$ cat config.mk
export PLATFORM = sky130hd
export DESIGN_NAME = id_ex_stage_flat
export DESIGN_NICKNAME = d
export VERILOG_FILES = /design/src/rtl/id_ex_stage_if.sv /design/src/rtl/id_ex_stage.sv /design/src/flat_wrapper.sv
export SDC_FILE = /design/constraint.sdc
export NUM_CORES = 1
export LEC_CHECK = 0
export CORE_ASPECT_RATIO = 1.25
export CORE_MARGIN = 2
export CORE_UTILIZATION = 44
export CTS_BUF_LIST = sky130_fd_sc_hd__clkbuf_2
export CTS_CLUSTER_DIAMETER = 200
export DETAILED_ROUTE_END_ITERATION = 16
export PLACE_DENSITY_LB_ADDON = 0.25
export SLEW_MARGIN = 20
export SYNTH_ARGS = -nofsm -noshare
export SYNTH_HDL_FRONTEND = slang
export SYNTH_SLANG_ARGS = --single-unit
export TNS_END_PERCENT = 30
$ cat constraint.sdc
create_clock -name clk_i -period 5.17 [get_ports clk_i]
set_input_delay 0.517 -clock clk_i [delete_from_list [all_inputs] [get_ports clk_i]]
set_output_delay 0.517 -clock clk_i [all_outputs]
set_load 0.03 [all_outputs]
$ cat src/rtl/id_ex_stage_if.sv
// ID -> EX stage bundle: decoded ID operands/control and hold/squash controls in,
// EX-side pipeline register, stall request and event counters out.
interface id_ex_stage_if #(
   parameter int unsigned XLEN  = 32,
   parameter int unsigned CNT_W = 16
);
   logic             freeze_i;
   logic             Flush_i;
   logic             valid_ID_i;
   logic [4:0]       RS1addr_ID_i;
   logic [4:0]       RS2addr_ID_i;
   logic [4:0]       RDaddr_ID_i;
   logic             RS1use_ID_i;
   logic             RS2use_ID_i;
   logic [XLEN-1:0]  RS1data_ID_i;
   logic [XLEN-1:0]  RS2data_ID_i;
   logic [XLEN-1:0]  Imm_ID_i;
   logic [9:0]       funct_ID_i;
   logic [1:0]       ALUOp_ID_i;
   logic             ALUSrc_ID_i;
   logic             RegWrite_ID_i;
   logic             MemtoReg_ID_i;
   logic             MemRead_ID_i;
   logic             MemWrite_ID_i;

   logic             valid_ID_EX_o;
   logic [4:0]       RS1addr_ID_EX_o;
   logic [4:0]       RS2addr_ID_EX_o;
   logic [4:0]       RDaddr_ID_EX_o;
   logic [XLEN-1:0]  RS1data_ID_EX_o;
   logic [XLEN-1:0]  RS2data_ID_EX_o;
   logic [XLEN-1:0]  Imm_ID_EX_o;
   logic [9:0]       funct_ID_EX_o;
   logic [1:0]       ALUOp_ID_EX_o;
   logic             ALUSrc_ID_EX_o;
   logic             RegWrite_ID_EX_o;
   logic             MemtoReg_ID_EX_o;
   logic             MemRead_ID_EX_o;
   logic             MemWrite_ID_EX_o;
   logic             Stall_o;
   logic [CNT_W-1:0] stall_cnt_o;
   logic [CNT_W-1:0] flush_cnt_o;

   modport master (
      output freeze_i, Flush_i, valid_ID_i, RS1addr_ID_i, RS2addr_ID_i, RDaddr_ID_i,
             RS1use_ID_i, RS2use_ID_i, RS1data_ID_i, RS2data_ID_i, Imm_ID_i, funct_ID_i,
             ALUOp_ID_i, ALUSrc_ID_i, RegWrite_ID_i, MemtoReg_ID_i, MemRead_ID_i, MemWrite_ID_i,
      input  valid_ID_EX_o, RS1addr_ID_EX_o, RS2addr_ID_EX_o, RDaddr_ID_EX_o, RS1data_ID_EX_o,
             RS2data_ID_EX_o, Imm_ID_EX_o, funct_ID_EX_o, ALUOp_ID_EX_o, ALUSrc_ID_EX_o,
             RegWrite_ID_EX_o, MemtoReg_ID_EX_o, MemRead_ID_EX_o, MemWrite_ID_EX_o,
             Stall_o, stall_cnt_o, flush_cnt_o
   );

   modport slave (
      input  freeze_i, Flush_i, valid_ID_i, RS1addr_ID_i, RS2addr_ID_i, RDaddr_ID_i,
             RS1use_ID_i, RS2use_ID_i, RS1data_ID_i, RS2data_ID_i, Imm_ID_i, funct_ID_i,
             ALUOp_ID_i, ALUSrc_ID_i, RegWrite_ID_i, MemtoReg_ID_i, MemRead_ID_i, MemWrite_ID_i,
      output valid_ID_EX_o, RS1addr_ID_EX_o, RS2addr_ID_EX_o, RDaddr_ID_EX_o, RS1data_ID_EX_o,
             RS2data_ID_EX_o, Imm_ID_EX_o, funct_ID_EX_o, ALUOp_ID_EX_o, ALUSrc_ID_EX_o,
             RegWrite_ID_EX_o, MemtoReg_ID_EX_o, MemRead_ID_EX_o, MemWrite_ID_EX_o,
             Stall_o, stall_cnt_o, flush_cnt_o
   );
endinterface

$ cat src/rtl/id_ex_stage.sv
// ID/EX pipeline register with load-use hazard detection, bubble insertion on
// stall/flush, global freeze, and saturating stall/flush event counters.
module id_ex_stage #(
   parameter int unsigned XLEN  = 32,
   parameter int unsigned CNT_W = 16
) (
   input logic          clk_i,
   input logic          rst_i,
   id_ex_stage_if.slave bus
);
   localparam int unsigned REG_W   = 5;
   localparam int unsigned FUNCT_W = 10;
   localparam int unsigned ALUOP_W = 2;
   localparam logic [CNT_W-1:0] CNT_MAX = '1;

   typedef struct packed {
      logic               valid;
      logic [REG_W-1:0]   rs1;
      logic [REG_W-1:0]   rs2;
      logic [REG_W-1:0]   rd;
      logic [XLEN-1:0]    rs1_data;
      logic [XLEN-1:0]    rs2_data;
      logic [XLEN-1:0]    imm;
      logic [FUNCT_W-1:0] funct;
      logic [ALUOP_W-1:0] alu_op;
      logic               alu_src;
      logic               reg_write;
      logic               mem_to_reg;
      logic               mem_read;
      logic               mem_write;
   } ex_t;

   ex_t              id_c;
   ex_t              ex_q;
   logic [CNT_W-1:0] stall_cnt_q;
   logic [CNT_W-1:0] flush_cnt_q;
   logic             rs1_hit_c;
   logic             rs2_hit_c;
   logic             haz_c;
   logic             stall_c;

   // Gather the ID-side fields into the pipeline payload.
   always_comb begin
      id_c            = '0;
      id_c.valid      = bus.valid_ID_i;
      id_c.rs1        = bus.RS1addr_ID_i;
      id_c.rs2        = bus.RS2addr_ID_i;
      id_c.rd         = bus.RDaddr_ID_i;
      id_c.rs1_data   = bus.RS1data_ID_i;
      id_c.rs2_data   = bus.RS2data_ID_i;
      id_c.imm        = bus.Imm_ID_i;
      id_c.funct      = bus.funct_ID_i;
      id_c.alu_op     = bus.ALUOp_ID_i;
      id_c.alu_src    = bus.ALUSrc_ID_i;
      id_c.reg_write  = bus.RegWrite_ID_i;
      id_c.mem_to_reg = bus.MemtoReg_ID_i;
      id_c.mem_read   = bus.MemRead_ID_i;
      id_c.mem_write  = bus.MemWrite_ID_i;
   end

   // Load-use: the load in EX writes a register the ID instruction actually reads.
   always_comb begin
      rs1_hit_c = bus.RS1use_ID_i && (ex_q.rd == bus.RS1addr_ID_i);
      rs2_hit_c = bus.RS2use_ID_i && (ex_q.rd == bus.RS2addr_ID_i);
      haz_c     = bus.valid_ID_i && ex_q.valid && ex_q.mem_read &&
                  (ex_q.rd != '0) && (rs1_hit_c || rs2_hit_c);
      // A squashed instruction never needs to wait for its operands.
      stall_c   = haz_c && !bus.Flush_i;
   end

   always_ff @(posedge clk_i) begin
      if (!rst_i) begin
         ex_q        <= '0;
         stall_cnt_q <= '0;
         flush_cnt_q <= '0;
      end else if (!bus.freeze_i) begin
         if (bus.Flush_i || stall_c) begin
            ex_q <= '0;
         end else begin
            ex_q <= id_c;
         end
         if (stall_c && (stall_cnt_q != CNT_MAX)) begin
            stall_cnt_q <= stall_cnt_q + CNT_W'(1);
         end
         if (bus.Flush_i && (flush_cnt_q != CNT_MAX)) begin
            flush_cnt_q <= flush_cnt_q + CNT_W'(1);
         end
      end
   end

   assign bus.valid_ID_EX_o    = ex_q.valid;
   assign bus.RS1addr_ID_EX_o  = ex_q.rs1;
   assign bus.RS2addr_ID_EX_o  = ex_q.rs2;
   assign bus.RDaddr_ID_EX_o   = ex_q.rd;
   assign bus.RS1data_ID_EX_o  = ex_q.rs1_data;
   assign bus.RS2data_ID_EX_o  = ex_q.rs2_data;
   assign bus.Imm_ID_EX_o      = ex_q.imm;
   assign bus.funct_ID_EX_o    = ex_q.funct;
   assign bus.ALUOp_ID_EX_o    = ex_q.alu_op;
   assign bus.ALUSrc_ID_EX_o   = ex_q.alu_src;
   assign bus.RegWrite_ID_EX_o = ex_q.reg_write;
   assign bus.MemtoReg_ID_EX_o = ex_q.mem_to_reg;
   assign bus.MemRead_ID_EX_o  = ex_q.mem_read;
   assign bus.MemWrite_ID_EX_o = ex_q.mem_write;
   assign bus.Stall_o          = stall_c;
   assign bus.stall_cnt_o      = stall_cnt_q;
   assign bus.flush_cnt_o      = flush_cnt_q;
endmodule

$ cat src/flat_wrapper.sv
// flat-port wrapper written by rule: the top's interface ports become plain ports
module id_ex_stage_flat 
#(
   parameter int unsigned XLEN  = 32,
   parameter int unsigned CNT_W = 16
)
  (clk_i, rst_i, bus_freeze_i, bus_Flush_i, bus_valid_ID_i, bus_RS1addr_ID_i, bus_RS2addr_ID_i, bus_RDaddr_ID_i, bus_RS1use_ID_i, bus_RS2use_ID_i, bus_RS1data_ID_i, bus_RS2data_ID_i, bus_Imm_ID_i, bus_funct_ID_i, bus_ALUOp_ID_i, bus_ALUSrc_ID_i, bus_RegWrite_ID_i, bus_MemtoReg_ID_i, bus_MemRead_ID_i, bus_MemWrite_ID_i, bus_valid_ID_EX_o, bus_RS1addr_ID_EX_o, bus_RS2addr_ID_EX_o, bus_RDaddr_ID_EX_o, bus_RS1data_ID_EX_o, bus_RS2data_ID_EX_o, bus_Imm_ID_EX_o, bus_funct_ID_EX_o, bus_ALUOp_ID_EX_o, bus_ALUSrc_ID_EX_o, bus_RegWrite_ID_EX_o, bus_MemtoReg_ID_EX_o, bus_MemRead_ID_EX_o, bus_MemWrite_ID_EX_o, bus_Stall_o, bus_stall_cnt_o, bus_flush_cnt_o);
  id_ex_stage_if #(.XLEN(XLEN), .CNT_W(CNT_W)) bus_i ();
  input logic clk_i;
  input logic rst_i;
  input wire logic [$bits(bus_i.freeze_i)-1:0] bus_freeze_i;
  input wire logic [$bits(bus_i.Flush_i)-1:0] bus_Flush_i;
  input wire logic [$bits(bus_i.valid_ID_i)-1:0] bus_valid_ID_i;
  input wire logic [$bits(bus_i.RS1addr_ID_i)-1:0] bus_RS1addr_ID_i;
  input wire logic [$bits(bus_i.RS2addr_ID_i)-1:0] bus_RS2addr_ID_i;
  input wire logic [$bits(bus_i.RDaddr_ID_i)-1:0] bus_RDaddr_ID_i;
  input wire logic [$bits(bus_i.RS1use_ID_i)-1:0] bus_RS1use_ID_i;
  input wire logic [$bits(bus_i.RS2use_ID_i)-1:0] bus_RS2use_ID_i;
  input wire logic [$bits(bus_i.RS1data_ID_i)-1:0] bus_RS1data_ID_i;
  input wire logic [$bits(bus_i.RS2data_ID_i)-1:0] bus_RS2data_ID_i;
  input wire logic [$bits(bus_i.Imm_ID_i)-1:0] bus_Imm_ID_i;
  input wire logic [$bits(bus_i.funct_ID_i)-1:0] bus_funct_ID_i;
  input wire logic [$bits(bus_i.ALUOp_ID_i)-1:0] bus_ALUOp_ID_i;
  input wire logic [$bits(bus_i.ALUSrc_ID_i)-1:0] bus_ALUSrc_ID_i;
  input wire logic [$bits(bus_i.RegWrite_ID_i)-1:0] bus_RegWrite_ID_i;
  input wire logic [$bits(bus_i.MemtoReg_ID_i)-1:0] bus_MemtoReg_ID_i;
  input wire logic [$bits(bus_i.MemRead_ID_i)-1:0] bus_MemRead_ID_i;
  input wire logic [$bits(bus_i.MemWrite_ID_i)-1:0] bus_MemWrite_ID_i;
  output wire logic [$bits(bus_i.valid_ID_EX_o)-1:0] bus_valid_ID_EX_o;
  output wire logic [$bits(bus_i.RS1addr_ID_EX_o)-1:0] bus_RS1addr_ID_EX_o;
  output wire logic [$bits(bus_i.RS2addr_ID_EX_o)-1:0] bus_RS2addr_ID_EX_o;
  output wire logic [$bits(bus_i.RDaddr_ID_EX_o)-1:0] bus_RDaddr_ID_EX_o;
  output wire logic [$bits(bus_i.RS1data_ID_EX_o)-1:0] bus_RS1data_ID_EX_o;
  output wire logic [$bits(bus_i.RS2data_ID_EX_o)-1:0] bus_RS2data_ID_EX_o;
  output wire logic [$bits(bus_i.Imm_ID_EX_o)-1:0] bus_Imm_ID_EX_o;
  output wire logic [$bits(bus_i.funct_ID_EX_o)-1:0] bus_funct_ID_EX_o;
  output wire logic [$bits(bus_i.ALUOp_ID_EX_o)-1:0] bus_ALUOp_ID_EX_o;
  output wire logic [$bits(bus_i.ALUSrc_ID_EX_o)-1:0] bus_ALUSrc_ID_EX_o;
  output wire logic [$bits(bus_i.RegWrite_ID_EX_o)-1:0] bus_RegWrite_ID_EX_o;
  output wire logic [$bits(bus_i.MemtoReg_ID_EX_o)-1:0] bus_MemtoReg_ID_EX_o;
  output wire logic [$bits(bus_i.MemRead_ID_EX_o)-1:0] bus_MemRead_ID_EX_o;
  output wire logic [$bits(bus_i.MemWrite_ID_EX_o)-1:0] bus_MemWrite_ID_EX_o;
  output wire logic [$bits(bus_i.Stall_o)-1:0] bus_Stall_o;
  output wire logic [$bits(bus_i.stall_cnt_o)-1:0] bus_stall_cnt_o;
  output wire logic [$bits(bus_i.flush_cnt_o)-1:0] bus_flush_cnt_o;
  assign bus_i.freeze_i = bus_freeze_i;
  assign bus_i.Flush_i = bus_Flush_i;
  assign bus_i.valid_ID_i = bus_valid_ID_i;
  assign bus_i.RS1addr_ID_i = bus_RS1addr_ID_i;
  assign bus_i.RS2addr_ID_i = bus_RS2addr_ID_i;
  assign bus_i.RDaddr_ID_i = bus_RDaddr_ID_i;
  assign bus_i.RS1use_ID_i = bus_RS1use_ID_i;
  assign bus_i.RS2use_ID_i = bus_RS2use_ID_i;
  assign bus_i.RS1data_ID_i = bus_RS1data_ID_i;
  assign bus_i.RS2data_ID_i = bus_RS2data_ID_i;
  assign bus_i.Imm_ID_i = bus_Imm_ID_i;
  assign bus_i.funct_ID_i = bus_funct_ID_i;
  assign bus_i.ALUOp_ID_i = bus_ALUOp_ID_i;
  assign bus_i.ALUSrc_ID_i = bus_ALUSrc_ID_i;
  assign bus_i.RegWrite_ID_i = bus_RegWrite_ID_i;
  assign bus_i.MemtoReg_ID_i = bus_MemtoReg_ID_i;
  assign bus_i.MemRead_ID_i = bus_MemRead_ID_i;
  assign bus_i.MemWrite_ID_i = bus_MemWrite_ID_i;
  assign bus_valid_ID_EX_o = bus_i.valid_ID_EX_o;
  assign bus_RS1addr_ID_EX_o = bus_i.RS1addr_ID_EX_o;
  assign bus_RS2addr_ID_EX_o = bus_i.RS2addr_ID_EX_o;
  assign bus_RDaddr_ID_EX_o = bus_i.RDaddr_ID_EX_o;
  assign bus_RS1data_ID_EX_o = bus_i.RS1data_ID_EX_o;
  assign bus_RS2data_ID_EX_o = bus_i.RS2data_ID_EX_o;
  assign bus_Imm_ID_EX_o = bus_i.Imm_ID_EX_o;
  assign bus_funct_ID_EX_o = bus_i.funct_ID_EX_o;
  assign bus_ALUOp_ID_EX_o = bus_i.ALUOp_ID_EX_o;
  assign bus_ALUSrc_ID_EX_o = bus_i.ALUSrc_ID_EX_o;
  assign bus_RegWrite_ID_EX_o = bus_i.RegWrite_ID_EX_o;
  assign bus_MemtoReg_ID_EX_o = bus_i.MemtoReg_ID_EX_o;
  assign bus_MemRead_ID_EX_o = bus_i.MemRead_ID_EX_o;
  assign bus_MemWrite_ID_EX_o = bus_i.MemWrite_ID_EX_o;
  assign bus_Stall_o = bus_i.Stall_o;
  assign bus_stall_cnt_o = bus_i.stall_cnt_o;
  assign bus_flush_cnt_o = bus_i.flush_cnt_o;
  id_ex_stage #(.XLEN(XLEN), .CNT_W(CNT_W)) u_core (.clk_i(clk_i), .rst_i(rst_i), .bus(bus_i));
endmodule
=== Word-level counts from Yosys, hierarchy flattened ===
Cells that the tools add are included.

* Bits in registers: 161
* Latch bits: 0
* Memory bits (writable): 0
* Memory bits (read-only): 0
* Logic and storage cells: 39
* Memories kept: 0

* Add/subtract/negate cells: 2
* $mul: 0
* Divide/modulo/power cells: 0
* Order comparisons: 0
* Equal/unequal tests: 4
* Shifts and indexed selects: 0
* Mux-type cells: 1
* Bitwise operators: 1
* Reductions and logical operators: 15

{| class="wikitable"
|+ Operators by type and width
! cell !! number
|-
| two-way mux 129 bit || 1
|-
| adder 16 x 1 -> 16 bit, second input constant || 2
|-
| inequality test 16 bit, second input constant || 2
|-
| == test 5 bit || 2
|-
| logical AND 1 bit || 9
|-
| nonzero test 5 bit || 1
|-
| AND reduction 2 bit || 2
|-
| logical OR 1 bit || 2
|-
| logical NOT 1 bit || 1
|-
| inverter 1 bit || 1
|}

=== Logic depth before layout (Yosys ltp) ===
* Depth after elaboration: 7
* Depth in mapped cells: 8

=== Worst setup path before layout ===
Ideal clock, no wire load.

* Path type: register -> output
* From: reg u_core.ex_q, in the netlist u_core.bus.RDaddr_ID_EX_o[3]
* To: out bus_Stall_o
* Arrival time: 2190 ps
* Data required time: 4653 ps
* Path slack: 2463 ps
* Stages on the path, launching flop included: 7
* Path buffers: 2
* Cells stage by stage: dfxtp_1 > xor2_1 > nor4_2 > a32oi_2 > buf_2 > buf_2 > nor3_1

* Longest elaborated chain between the ends: 5
* Elaborated cells on any way between the ends: 9
* Those cells by class: 2 x eq/ne; 7 x reduce/logical

{| class="wikitable"
|+ Ends and longest elaborated chain
! item !! RTL line !! RTL
|-
| from (decl) || id_ex_stage.sv:34 || <nowiki>ex_t ex_q;</nowiki>
|-
| from (signal assigned) || id_ex_stage.sv:80 || <nowiki>ex_q <= id_c;</nowiki>
|-
| == test 5 bit, on equally long branches || id_ex_stage.sv:63, id_ex_stage.sv:64 ||
|-
| logical AND 1 bit, on equally long branches || id_ex_stage.sv:63, id_ex_stage.sv:64 ||
|-
| logical OR 1 bit || id_ex_stage.sv:66 || <nowiki>(ex_q.rd != '0) && (rs1_hit_c || rs2_hit_c);</nowiki>
|-
| logical AND 1 bit * || id_ex_stage.sv:66 ||
|-
| logical AND 1 bit * || id_ex_stage.sv:68 || <nowiki>stall_c = haz_c && !bus.Flush_i;</nowiki>
|-
| to (decl) || flat_wrapper.sv:43 || <nowiki>output wire logic [$bits(bus_i.Stall_o)-1:0] bus_Stall_o;</nowiki>
|}

Every way passes the cells marked *; elsewhere a longest branch is shown, timed or not.

=== Final worst setup path ===
* From: reg u_core.ex_q, in the netlist u_core.bus.RDaddr_ID_EX_o[4]
* To: out bus_Stall_o

Same word-level chain as after synthesis.

==> insert_results.sql <==
INSERT INTO impl_metrics (metric_group, metric, value, unit) VALUES
('timing', 'layout_min_cycle_time', '3470', 'ps'),
('die', 'core_area', '12700', 'um2'),
('yosys', 'synth.largest_area_cell', 'dfxtp_1', ''),
('clock_network', 'root_buffer', 'clkbuf_2', ''),
('setup_path', 'r2r-end', 'u_core.bus.funct_ID_EX_o[7]', ''),
('yosys', 'yosysWarningCount', '0', ''),
('die', 'rows', '46', ''),
('yosys', 'synth_area_per_inst', '11.3', 'um2'),
('timing', 'slew-limit-headroom', '30.6', '%'),
('setup_path', 'worstPathArrival', '2950', 'ps'),
('setup_path', 'critPathKind', 'reg -> out', ''),
('power', 'finalPower', '2.39', 'mW'),
('clock_network', 'cts.repair.resized', '0', ''),
('final_layout', 'design.final.nets', '921', ''),
('yosys', 'simple_gate_area_share_of_the_yosys_netlist', '9.89', '%'),
('timing', 'timing.final.hold_violations', '0', ''),
('setup_path', 'worst_reg_to_reg_path_cell_count', '7', ''),
('die', 'floorplan.io_pins', '297', ''),
('yosys', 'mappedNetlistNets', '642', ''),
('final_layout', 'area_growth', '56.5', '%'),
('route', 'post_route_ant_nets', '0', ''),
('timing', 'tns', '0', 'ps'),
('die', 'floorplan.die_area', '14000', 'um2'),
('timing', 'rsz0062_at_grt', 'false', ''),
('die', 'die_height', '132', 'um'),
('clock_network', 'cts_hold_buf', '0', ''),
('clock_network', 'tritoncts.num_buffers', '17', ''),
('route', 'dr.pass1.iters', '6', ''),
('timing', 'maxSlewViolCount', '0', ''),
('die', 'fp.dieW', '106', 'um'),
('global_routing', 'first_global_vias', '5234', ''),
('yosys', 'ys_top_cells_by_area', 'dfxtp_1 (56%), a22o_1 (20%), xor2_1 (2.0%)', ''),
('timing', 'setup_viol', '0', ''),
('route', 'route.detailed.vias_per_inst', '5.59', ''),
('yosys', 'postSynth.topFlopCell', 'dfxtp_1', ''),
('final_layout', 'antenna-diode-count', '0', ''),
('yosys', 'synth.mux.area_fraction', '0.175', '%'),
('setup_path', 'worstSetupStartpointType', 'flop', ''),
('placement', 'gp_congestion', '0.880', ''),
('yosys', 'ys_ff_latch', '161', ''),
('yosys', 'post_synthesis_adder_cell_area_fraction', '0.437', '%'),
('global_routing', 'globalRoute.totalOverflow', '0', ''),
('placement', 'dp_hpwl', '13300', 'um'),
('min_path', 'hold_path_end', 'u_core.bus.RS1data_ID_EX_o[9]', ''),
('clock_network', 'htree_num_levels', '4', ''),
('global_routing', 'grt_max_degree', '97', ''),
('placement', 'place.port_buffers', '296', ''),
('min_path', 'min_delay_worst_type', 'in -> reg', ''),
('yosys', 'synth_edf_count', '0', ''),
('timing', 'max_freq', '288', 'MHz'),
('yosys', 'post_synth_instance_area', '5730', 'um2'),
('min_path', 'min_path_cells', '2', ''),
('yosys', 'seq_area_frac_synth', '56.2', '%'),
('yosys', 'synthXorXnorAreaFrac', '3.36', '%'),
('power', 'p_leak', '3.27', 'nW'),
('route', 'drtIter0Drc', '301', ''),
('route', 'route.detailed.wl_per_inst', '18.9', 'um'),
('timing', 'timing_worst_slew_pin_value', '1040', 'ps'),
('global_routing', 'grt_first_pass_wirelength', '28100', 'um'),
('power', 'power-per-cell-area', '266', 'nW/um2'),
('setup_path', 'worstPathRequired', '4650', 'ps'),
('yosys', 'syn_inst', '505', ''),
('yosys', 'synth_top_family_by_area', 'compound AO/OA/AOI/OAI gates', ''),
('setup_path', 'r2r_slack', '2430', 'ps'),
('clock_network', 'worstSkewPairLatency', '690', 'ps'),
('clock_network', 'clock_sink_count', '161', ''),
('clock_network', 'cts.reportedPaths.clkPinSlew', '230', 'ps'),
('yosys', 'post_synth_num_cell_types', '44', ''),
('outcome', 'run_status', 'finished clean', ''),
('power', 'peakVddDrop', '0.138', 'mV'),
('final_layout', 'drive_gt1_share', '5.15', '%');
[report_power, final]
part           total (mW)  leakage [nW]  switching [mW]  internal (mW)
Sequential           1.31          1.31          0.0269           1.28
Clock               0.710         0.138           0.442          0.268
Combinational       0.366          1.82           0.173          0.192
[worst max-delay path: stages (launching register included)]
cell	delay, ps
dfxtp_1	530
xor2_1	130
nor4_1	360
a32oi_2	80
buf_4	250
nor3_1	210
clkdlybuf4s50_1	710
[layout make-up]
class | instances | area, um2
Clock inverter | 13 | 159
Multi-Input combinational cell | 299 | 2260
Tap cell | 168 | 210
Sequential cell | 161 | 3220
Clock buffer | 18 | 90.1
Timing Repair Buffer | 301 | 3010
Fill cell | 972 | 3750
Inverter | 4 | 15.0
[sequential cells by signal, indices dropped and copies added (netlist names), 5 cells and up]
register                    flops
u_core.bus.RS2addr_ID_EX_o      5
u_core.bus.Imm_ID_EX_o         32
u_core.bus.RS1addr_ID_EX_o      5
u_core.bus.RDaddr_ID_EX_o       5
u_core.bus.flush_cnt_o         16
u_core.bus.RS2data_ID_EX_o     32
u_core.bus.funct_ID_EX_o       10
u_core.bus.RS1data_ID_EX_o     32
u_core.bus.stall_cnt_o         16
[layer usage]
metal	part of all wire (%)	track usage, %	vias up	routed length [um]
li1	-	-	2505	-
met5	0	0	-	0
met2	50	43.3	263	9090
met3	8.2	8.04	44	1500
met4	3.4	11.5	0	612
met1	38	29.2	2576	7000
[cells by family (layout without fill, tap and decap cells)]
| group | Yosys count | after routing |
|---|---|---|
| AND/OR/NAND/NOR | 98 | 98 |
| flip-flops | 161 | 161 |
| AO/OA/AOI/OAI | 176 | 176 |
| buffers and inverters | 45 | 336 |
| XOR/XNOR | 22 | 22 |
| multiplexers | 1 | 1 |
| adder cells (fa/ha/maj) | 2 | 2 |
[stage by stage]
| step | cells | setup slack (ps) | area, um2 | utilization (%) | hold slack [ps] |
|---|---|---|---|---|---|
| 6_report | 964 | 1700 | 8970 | 70.5 | 413 |
| 5_1_grt | 964 | 1410 | 8970 | 70.5 | 326 |
| 4_1_cts | 964 | 1610 | 8970 | 70.5 | 330 |
| 3_5_place_dp | 933 | 1900 | 8720 | 68.5 | 456 |
| 3_3_place_gp | 933 | 1930 | 8720 | 68.5 | 455 |
| 2_1_floorplan | 505 | 2460 | 5730 | - | 611 |
[layout by cell type (no fill, tap or decap), types with 12 or more instances in the layout]
cell type,instances
dfxtp_1,161
clkbuf_2,18
nand3_1,13
or4_1,13
a22o_1,129
nand4_1,13
a21oi_1,16
nor2_1,17
o31ai_1,12
clkdlybuf4s50_1,296
xor2_1,13
[how the worst max path moves through the flow]
stage / from / end / slack [ps] / cells after the start
floorplan: u_core.bus.RDaddr_ID_EX_o[3] / bus_Stall_o / 2460 / 6
global placement: bus_RS1addr_ID_i[3] / bus_Stall_o / 1930 / 7
detailed placement: bus_RS1addr_ID_i[3] / bus_Stall_o / 1900 / 7
CTS: u_core.bus.RDaddr_ID_EX_o[4] / bus_Stall_o / 1610 / 6
global route: u_core.bus.RDaddr_ID_EX_o[4] / bus_Stall_o / 1410 / 6
finish: u_core.bus.RDaddr_ID_EX_o[4] / bus_Stall_o / 1700 / 6
(Power assumes the default switching activity.)
